File: config.mk
export PLATFORM = sky130hd
export DESIGN_NAME = instruction_fetch_unit
export DESIGN_NICKNAME = d
export VERILOG_FILES = /design/src/rtl/instruction_fetch_unit.sv
export SDC_FILE = /design/constraint.sdc
export NUM_CORES = 1
export LEC_CHECK = 0
export BUFFER_PORTS_ARGS = -buffer_cell sky130_fd_sc_hd__buf_4
export CAP_MARGIN = 25
export CORE_MARGIN = 1
export CORE_UTILIZATION = 45
export DETAILED_ROUTE_END_ITERATION = 16
export GPL_TIMING_DRIVEN = 0
export PLACE_DENSITY = 0.75
export SETUP_SLACK_MARGIN = 0.1
export SYNTH_ARGS = -nofsm -noshare
export SYNTH_HDL_FRONTEND = slang
export SYNTH_SLANG_ARGS = --single-unit
File: constraint.sdc
create_clock -name clock -period 3.95 [get_ports clock]
set_clock_uncertainty 0.05 [all_clocks]
set_input_delay 0.5925 -clock clock [delete_from_list [all_inputs] [get_ports clock]]
set_output_delay 0.5925 -clock clock [all_outputs]
set_load 0.01 [all_outputs]
File: src/rtl/instruction_fetch_unit.sv
// ---------------------------------------------------------------------------
// instruction_fetch_unit
//
// Fetch stage sitting in front of the instruction memory. It owns the PC,
// drives the memory word address straight from it, captures the returned
// instruction together with its PC into a small circular fetch queue, and
// hands queued entries to decode over a valid/ready handshake. Taken
// branches/jumps flush the queue and redirect the PC; a PC that is
// misaligned or outside the instruction window raises a latched fault.
//
// Ports:
//   clock        in   1   single clock, all state changes on posedge
//   clear        in   1   synchronous active-high reset
//   imem_address out  32  byte address to instruction memory (= pc)
//   imem_instr   in  32   memory read data, combinational from imem_address
//   redirect     in   1   taken branch/jump this cycle
//   redirect_pc  in  32   redirect target byte address
//   out_valid    out  1   queue head valid
//   out_ready    in   1   decode accepts the head entry
//   out_instr    out 32   head instruction
//   out_pc       out 32   head PC
//   count        out CW   current queue occupancy, CW = $clog2(DEPTH)+1
//   fault        out  1   fetch fault latched
//   fault_pc     out 32   offending address of the latched fault
// ---------------------------------------------------------------------------
module instruction_fetch_unit #(
    parameter logic [31:0] RESET_PC   = 32'h00400000,
    parameter logic [31:0] IMEM_BASE  = 32'h00400000,
    parameter int          IMEM_WORDS = 256,
    parameter int          DEPTH      = 4
) (
    input  logic                     clock,
    input  logic                     clear,
    output logic [31:0]              imem_address,
    input  logic [31:0]              imem_instr,
    input  logic                     redirect,
    input  logic [31:0]              redirect_pc,
    output logic                     out_valid,
    input  logic                     out_ready,
    output logic [31:0]              out_instr,
    output logic [31:0]              out_pc,
    output logic [$clog2(DEPTH):0]   count,
    output logic                     fault,
    output logic [31:0]              fault_pc
);

    localparam int PTR_W = $clog2(DEPTH);
    localparam int CNT_W = PTR_W + 1;

    // Window bounds held in 33 bits so a window ending exactly at 4 GiB
    // does not wrap the upper bound back to a small number.
    localparam logic [32:0] WIN_LO = {1'b0, IMEM_BASE};
    localparam logic [32:0] WIN_HI = WIN_LO + 33'(4 * IMEM_WORDS);

    typedef enum logic [0:0] {
        RUN   = 1'b0,
        FAULT = 1'b1
    } state_t;

    // -----------------------------------------------------------------------
    // Address qualification
    // -----------------------------------------------------------------------
    function automatic logic in_window(input logic [31:0] addr);
        logic [32:0] addr33;
        addr33 = {1'b0, addr};
        return (addr[1:0] == 2'b00) && (addr33 >= WIN_LO) && (addr33 < WIN_HI);
    endfunction

    // -----------------------------------------------------------------------
    // State
    // -----------------------------------------------------------------------
    state_t             state_q, state_d;
    logic [31:0]        pc_q, pc_d;
    logic [PTR_W-1:0]   wptr_q, wptr_d;
    logic [PTR_W-1:0]   rptr_q, rptr_d;
    logic [CNT_W-1:0]   count_q, count_d;
    logic               fault_q, fault_d;
    logic [31:0]        fault_pc_q, fault_pc_d;

    // Queue storage: data only, never reset (occupancy tracks validity).
    logic [31:0]        q_instr_q [DEPTH];
    logic [31:0]        q_pc_q    [DEPTH];

    logic               push;
    logic               pop;
    logic               pc_ok;
    logic               has_room;

    assign pc_ok    = in_window(pc_q);
    assign has_room = (count_q < CNT_W'(DEPTH));

    assign out_valid    = (count_q != '0);
    assign pop          = out_valid & out_ready;
    assign out_instr    = q_instr_q[rptr_q];
    assign out_pc       = q_pc_q[rptr_q];
    assign count        = count_q;
    assign fault        = fault_q;
    assign fault_pc     = fault_pc_q;
    assign imem_address = pc_q;

    // -----------------------------------------------------------------------
    // Next-state logic
    // -----------------------------------------------------------------------
    always_comb begin
        state_d    = state_q;
        pc_d       = pc_q;
        wptr_d     = wptr_q;
        rptr_d     = rptr_q;
        count_d    = count_q;
        fault_d    = fault_q;
        fault_pc_d = fault_pc_q;
        push       = 1'b0;

        if (redirect) begin
            // Flush: a pop this cycle was already taken by decode, so simply
            // dropping every entry (and realigning the pointers) is correct.
            count_d = '0;
            wptr_d  = '0;
            rptr_d  = '0;
            pc_d    = redirect_pc;
            if (in_window(redirect_pc)) begin
                state_d = RUN;
                fault_d = 1'b0;
            end else begin
                state_d    = FAULT;
                fault_d    = 1'b1;
                fault_pc_d = redirect_pc;
            end
        end else begin
            unique case (state_q)
                RUN: begin
                    if (pc_ok) begin
                        // A pop frees the head slot in the same cycle, so a
                        // full queue can still accept a new word.
                        if (has_room || pop) begin
                            push   = 1'b1;
                            pc_d   = pc_q + 32'd4;
                            wptr_d = wptr_q + PTR_W'(1);
                        end
                    end else begin
                        state_d    = FAULT;
                        fault_d    = 1'b1;
                        fault_pc_d = pc_q;
                    end
                end
                FAULT: begin
                    // PC held; queued entries keep draining below.
                end
                default: begin
                    state_d = RUN;
                end
            endcase

            if (pop) begin
                rptr_d = rptr_q + PTR_W'(1);
            end
            count_d = count_q + CNT_W'(push) - CNT_W'(pop);
        end
    end

    // -----------------------------------------------------------------------
    // Control registers
    // -----------------------------------------------------------------------
    always_ff @(posedge clock) begin
        if (clear) begin
            state_q    <= RUN;
            pc_q       <= RESET_PC;
            wptr_q     <= '0;
            rptr_q     <= '0;
            count_q    <= '0;
            fault_q    <= 1'b0;
            fault_pc_q <= '0;
        end else begin
            state_q    <= state_d;
            pc_q       <= pc_d;
            wptr_q     <= wptr_d;
            rptr_q     <= rptr_d;
            count_q    <= count_d;
            fault_q    <= fault_d;
            fault_pc_q <= fault_pc_d;
        end
    end

    // -----------------------------------------------------------------------
    // Queue storage write
    // -----------------------------------------------------------------------
    always_ff @(posedge clock) begin
        if (push && !clear) begin
            q_instr_q[wptr_q] <= imem_instr;
            q_pc_q[wptr_q]    <= pc_q;
        end
    end

endmodule

Word level (Yosys, flattened, before mapping)
Memory sizes are Yosys's and may differ from the RTL's. A register that Yosys moved wholly into a read port is not among the register bits. Index checks and enable logic that the tools add are counted.

Register bits: 73. Bits in writable memories: 256. Input bits: 68. Output and inout port bits: 133. Word-level logic and storage cells: 67. Memories: 2.

Add/sub/neg operators: 5. Magnitude comparators: 5. Equality and inequality tests: 3. Mux-type cells: 26. Bitwise operators: 2. Reductions and logical operators: 17.

Memory list: q_instr_q (depth 4, bits a word 32, rd ports 1, clocked after memory_dff 1, wr ports 1, line 81) `logic [31:0] q_instr_q [DEPTH];`; q_pc_q (depth 4, bits a word 32, rd ports 1, clocked after memory_dff 1, wr ports 1, line 82) `logic [31:0] q_pc_q [DEPTH];`.

Operators with widths (number): 32-bit two-way mux (8); 32-bit by 23-bit >= comparator with 1-bit output (second input constant) (2); 32-bit by 23-bit < comparator with 1-bit output (second input constant) (2); 32-bit by 3-bit adder with 32-bit output (second input constant) (1); 1-bit two-way mux (14); 3-bit AND reduction (3); 2-bit two-way mux (4); 2-bit != test (second input constant) (3); 1-bit logical AND (5); 2-bit by 1-bit adder with 2-bit output (second input constant) (2); 2-bit logical NOT (2); 2-bit nonzero test (2); 3-bit by 1-bit adder with 3-bit output (1); 3-bit < comparator (second input constant) (1); 3-bit nonzero test (1); 3-bit by 1-bit subtractor with 3-bit output (1); 2-bit AND reduction (1); 2-bit OR reduction (1); 1-bit bitwise AND (1); 1-bit logical NOT (1); 1-bit logical OR (1); 1-bit inverter (1).

Longest topological paths before layout
Word-level depth: 11. Mapped depth: 11. Mapped depth without buffers: 11.

Least setup slack after synthesis
Ideal clock, no wire load.

Path kind: register -> register. From: register pc_q[23], in the netlist imem_address[23]. To: memory q_instr_q[0][0] (enable). Library setup time: 429 ps. Data arrival time: 3048 ps. Data required time: 3471 ps. Path slack: 423 ps. Stages on the path, launching flop included: 5. Path buffers: 0. Clock period less this slack: 3527 ps. Cells stage by stage: dfxtp_1 -> nor4b_2 -> nand4_2 -> nor3_2 -> and3_1.

Cells in the longest elaborated chain, start to end: 10. Elaborated cells on any way between the ends: 11. Those cells by class: 2 x order compare; 6 x mux; 3 x reduce/logical.

Ends and longest elaborated chain: start, declared (line 73) `logic [31:0] pc_q, pc_d;`; start signal, assigned (line 175) `pc_q <= pc_d;`; 32-bit by 23-bit >= comparator with 1-bit output (line 66) `return (addr[1:0] == 2'b00) && (addr33 >= WIN_LO) && (addr33 < WIN_HI);`; 1-bit logical AND (line 66); 1-bit logical AND * (line 66); 1-bit two-way mux * (line 132) `if (pc_ok) begin`; 1-bit two-way mux * (line 130) `unique case (state_q)`; 1-bit two-way mux * (2 in a row) (line 114) `if (redirect) begin`; 1-bit logical AND * (line 188) `if (push && !clear) begin`; 1-bit two-way mux * (line 188); 1-bit two-way mux (not written as such) * (line 189) `q_instr_q[wptr_q] <= imem_instr;`; end, declared (line 81).

Mark *: on every way between the ends. The rest lies on a longest branch, timed or not. The select of a mux whose other input is x is not followed.

==> summary.md <==
| Metric | Value |
|---|---|
| Rows | `60` |
| Min-Delay Path Class | `in2reg` |
| Slew margin rel. | `0.407` |
| GRT Total Usage | `0.201` |
| Die area | `0.0281 mm²` |
| Initial antenna violation count | `0` |
| Count leader, synth | `edfxtp_1` |
| Worst slew pin tran | `0.890 ns` |
| Worst VDD drop | `0.319 mV` |
| Post-synthesis cell area | `0.0123 mm²` |
| WP data arrival | `2.96 ns` |
| Residual DRC | `0` |
| Vias in the first global route | `7219` |
| Global placer's final weighted congestion | `0.784` |
| Share of cells above drive strength 1 | `0.349` |
| Vias | `7039` |
| Syn nets | `763` |
| Starting Density | `0.458` |
| Power per cell area | `474 mW/mm²` |
| Chip Width | `168 µm` |
| IO buf count | `198` |
| Antenna Cells | `0` |
| Mux contribution to synthesized area | `0.137` |
| Compound-Gate Fraction of Synth Area | `0.0332` |
| FFs w/ async S/R, synth | `0` |
| Fin nets | `1001` |
| Highest clock rate | `278 MHz` |
| Final Cell Area | `0.0155 mm²` |
| EDFF count, synth | `256` |
| Critical-path cell with the highest stage delay | `buf_1` |
| Max Buffers Root-to-Sink | `3` |
| Total core area | `0.0270 mm²` |
| Main combinational cell family by area after synthesis | `multiplexers` |
| Top post-synthesis cells by count | `edfxtp_1, dfxtp_1, mux4_2` |
| Area Growth Syn to Fin | `25.6%` |
| Leak pwr | `0.00544 µW` |
| Routed Antenna Nets | `0` |
| H-tree lvl count | `2` |
| Period utilization | `0.912` |
| Critical path endpoint category | `output pin` |
| Buf/Inv on CP | `3` |
| Routed WL | `28000 µm` |
| Area leader, netlist | `edfxtp_1` |
| CTS tree | `done` |
| Final setup viols | `0` |
| Sink Count | `331` |
| Area fraction of the dominant cell type after synthesis | `0.622` |
| # IOs | `201` |
| Ranking of synthesized cells by area | `edfxtp_1, dfxtp_1, mux4_2, mux2i_1, nor2_1` |
| Clk_lat worst skew | `0.50 ns` |
| Register area share after synthesis | `0.744` |
| Worst setup slack after layout | `0.348 ns` |
| Simple-gate share of the synthesized area | `0.0547` |
| DP HPWL | `18400 µm` |
| Final Hold Vio Count | `0` |
| Mean Syn Cell Area | `18.0 µm²` |
| DRT Pass-1 Iters | `5` |
| Slowest stage delay, CP | `0.71 ns` |
| Min Tclk post-route | `3.60 ns` |
| Post-synthesis xor/xnor area fraction | `0.00638` |
| Worst setup SP type | `register` |
| CTS Root Cell | `clkbuf_16` |
| WL per Instance | `21.7 µm` |
| Global-route wire length before repair | `42100 µm` |
| Top delay family on crit path | `buffers and inverters` |
| DRT iter0 DRCs | `548` |
| Adder and majority gate portion of the synthesized area | `0.00973` |
| Vias per inst | `5.46` |
| Total CTS buffers | `34` |
| Launching point of the worst reg2reg path | `imem_address[21]` |
| Status | `completed` |
| Min-delay src | `imem_instr[23]` |
| Final Core Density | `0.575` |
| Grt ovf | `0` |
| WS Path Type | `reg2out` |
| FF+latch count, synth | `331` |
| Req. time, crit path | `3.31 ns` |
| Worst-path cell chain | `clkbuf_1 > buf_1 > mux4_2 > buf_4` |
| Worst-path clk slew | `0.06 ns` |
| Largest net degree at the start of global routing | `49` |
| CP max FO | `10` |
| Fin. max-slew vios | `0` |
| Pre-CTS setup slack | `0.384 ns` |
| Synth Flop Type | `edfxtp_1` |
| Mapped Cells | `686` |
| Synth unique cells | `41` |
| Total of warnings raised by yosys | `0` |
| MaxCap Viol Count | `0` |
| RSZ-0062 raised after global routing | `no` |
| Die height | `168 µm` |
| Placement Cell Area | `0.0144 mm²` |
| Final-layout fill cell count | `2073` |
| # Post-CTS Setup Buffers | `0` |
worst reg2reg max path: stages, from the launching register on:
cell	delay, ns
dfxtp_1	0.43
nor4_2	0.43
nand4_2	0.31
nor3_2	0.81
inv_1	0.12
ha_1	0.31
inv_1	0.04
ha_1	0.18
fa_1	0.39
xnor2_1	0.19
xnor2_1	0.13
nor2_1	0.05
cell type report:
cell class / instances / area, µm² / area share
sequential: 331 / 9190 / 0.593
multi-input combinational: 306 / 3000 / 0.193
timing repair buffer: 202 / 1600 / 0.103
clock buffer: 46 / 983 / 0.0634
tap: 341 / 427 / 0.0275
buffer: 36 / 136 / 0.00879
clock inverter: 15 / 130 / 0.00839
inverter: 13 / 48.8 / 0.00315
path summary, 6_finish.rpt:
check	endpoint	slack, ns	cells past startpoint
setup reg to reg	count[2]	0.39	11
hold reg to reg	fault_pc[29]	0.42	2
hold / removal	q_instr_q[2][23]	0.24	1
setup / recovery	out_pc[12]	0.35	4
layout by cell type, fill, tap and decap left out, types with 5 or more instances in the layout:
master       n
buf_1        5
nand2_1     29
clkbuf_1    36
nand3_1     27
xnor2_1      8
dfxtp_1     75
o21bai_1     5
mux4_2      64
clkinv_2     5
edfxtp_1   256
inv_1       12
o21ai_0     24
mux2i_1     25
buf_4      198
a21o_1       5
ha_1         8
clkbuf_16   37
nor2_1      40
nor4_1      11
a21oi_1     10
a211oi_1    15
repair_timing:
item                                    in CTS  in global routing
endpoints found under the setup margin       0                  2
hold buffers                                 0                  0
resized for setup                            0                  2
cells by family (layout without fill, tap and decap cells):
family / after synthesis / count (layout)
compound gates: 65 / 65
buf+inv: 49 / 312
xor+xnor: 9 / 9
mux: 89 / 89
fa+ha+maj: 9 / 9
flops: 331 / 331
simple gates: 134 / 134
per-stage QoR:
stage                     setup TNS [ns]  total power (µW)  hold slack, ns  instances
after floorplan                        0              4050           0.430        686
after global placement           -365.70              4250           0.400       1225
after detailed placement               0              4260           0.405       1229
after CTS                              0              7410           0.216       1290
after global routing                   0              7580           0.213       1290
final                                  0              7350           0.235       1290
power breakdown:
part | internal (µW) | leakage [µW] | switching (µW) | total (µW)
sequential | 3800 | 0.00292 | 66.4 | 3860
combinational | 154 | 0.00197 | 169 | 322
clock | 1880 | 0.000545 | 1280 | 3170
total | 5830 | 0.00544 | 1520 | 7350
metal layers:
layer | track usage | routed length [µm] | vias up
met4 | 0.0471 | 435 | 0
met1 | 0.271 | 12000 | 3568
met3 | 0.0407 | 1750 | 36
met5 | 0 | 0 | -
met2 | 0.336 | 13800 | 259
li1 | - | - | 3176
registers in the layout (all words and copies together) (netlist names), named ones only:
name,cells
state_q,1
count,3
fault,1
q_pc_q,128
rptr_q,2
wptr_q,2
imem_address,32
q_instr_q,128
fault_pc,32
Note: power is estimated with default switching activity, not from simulation.
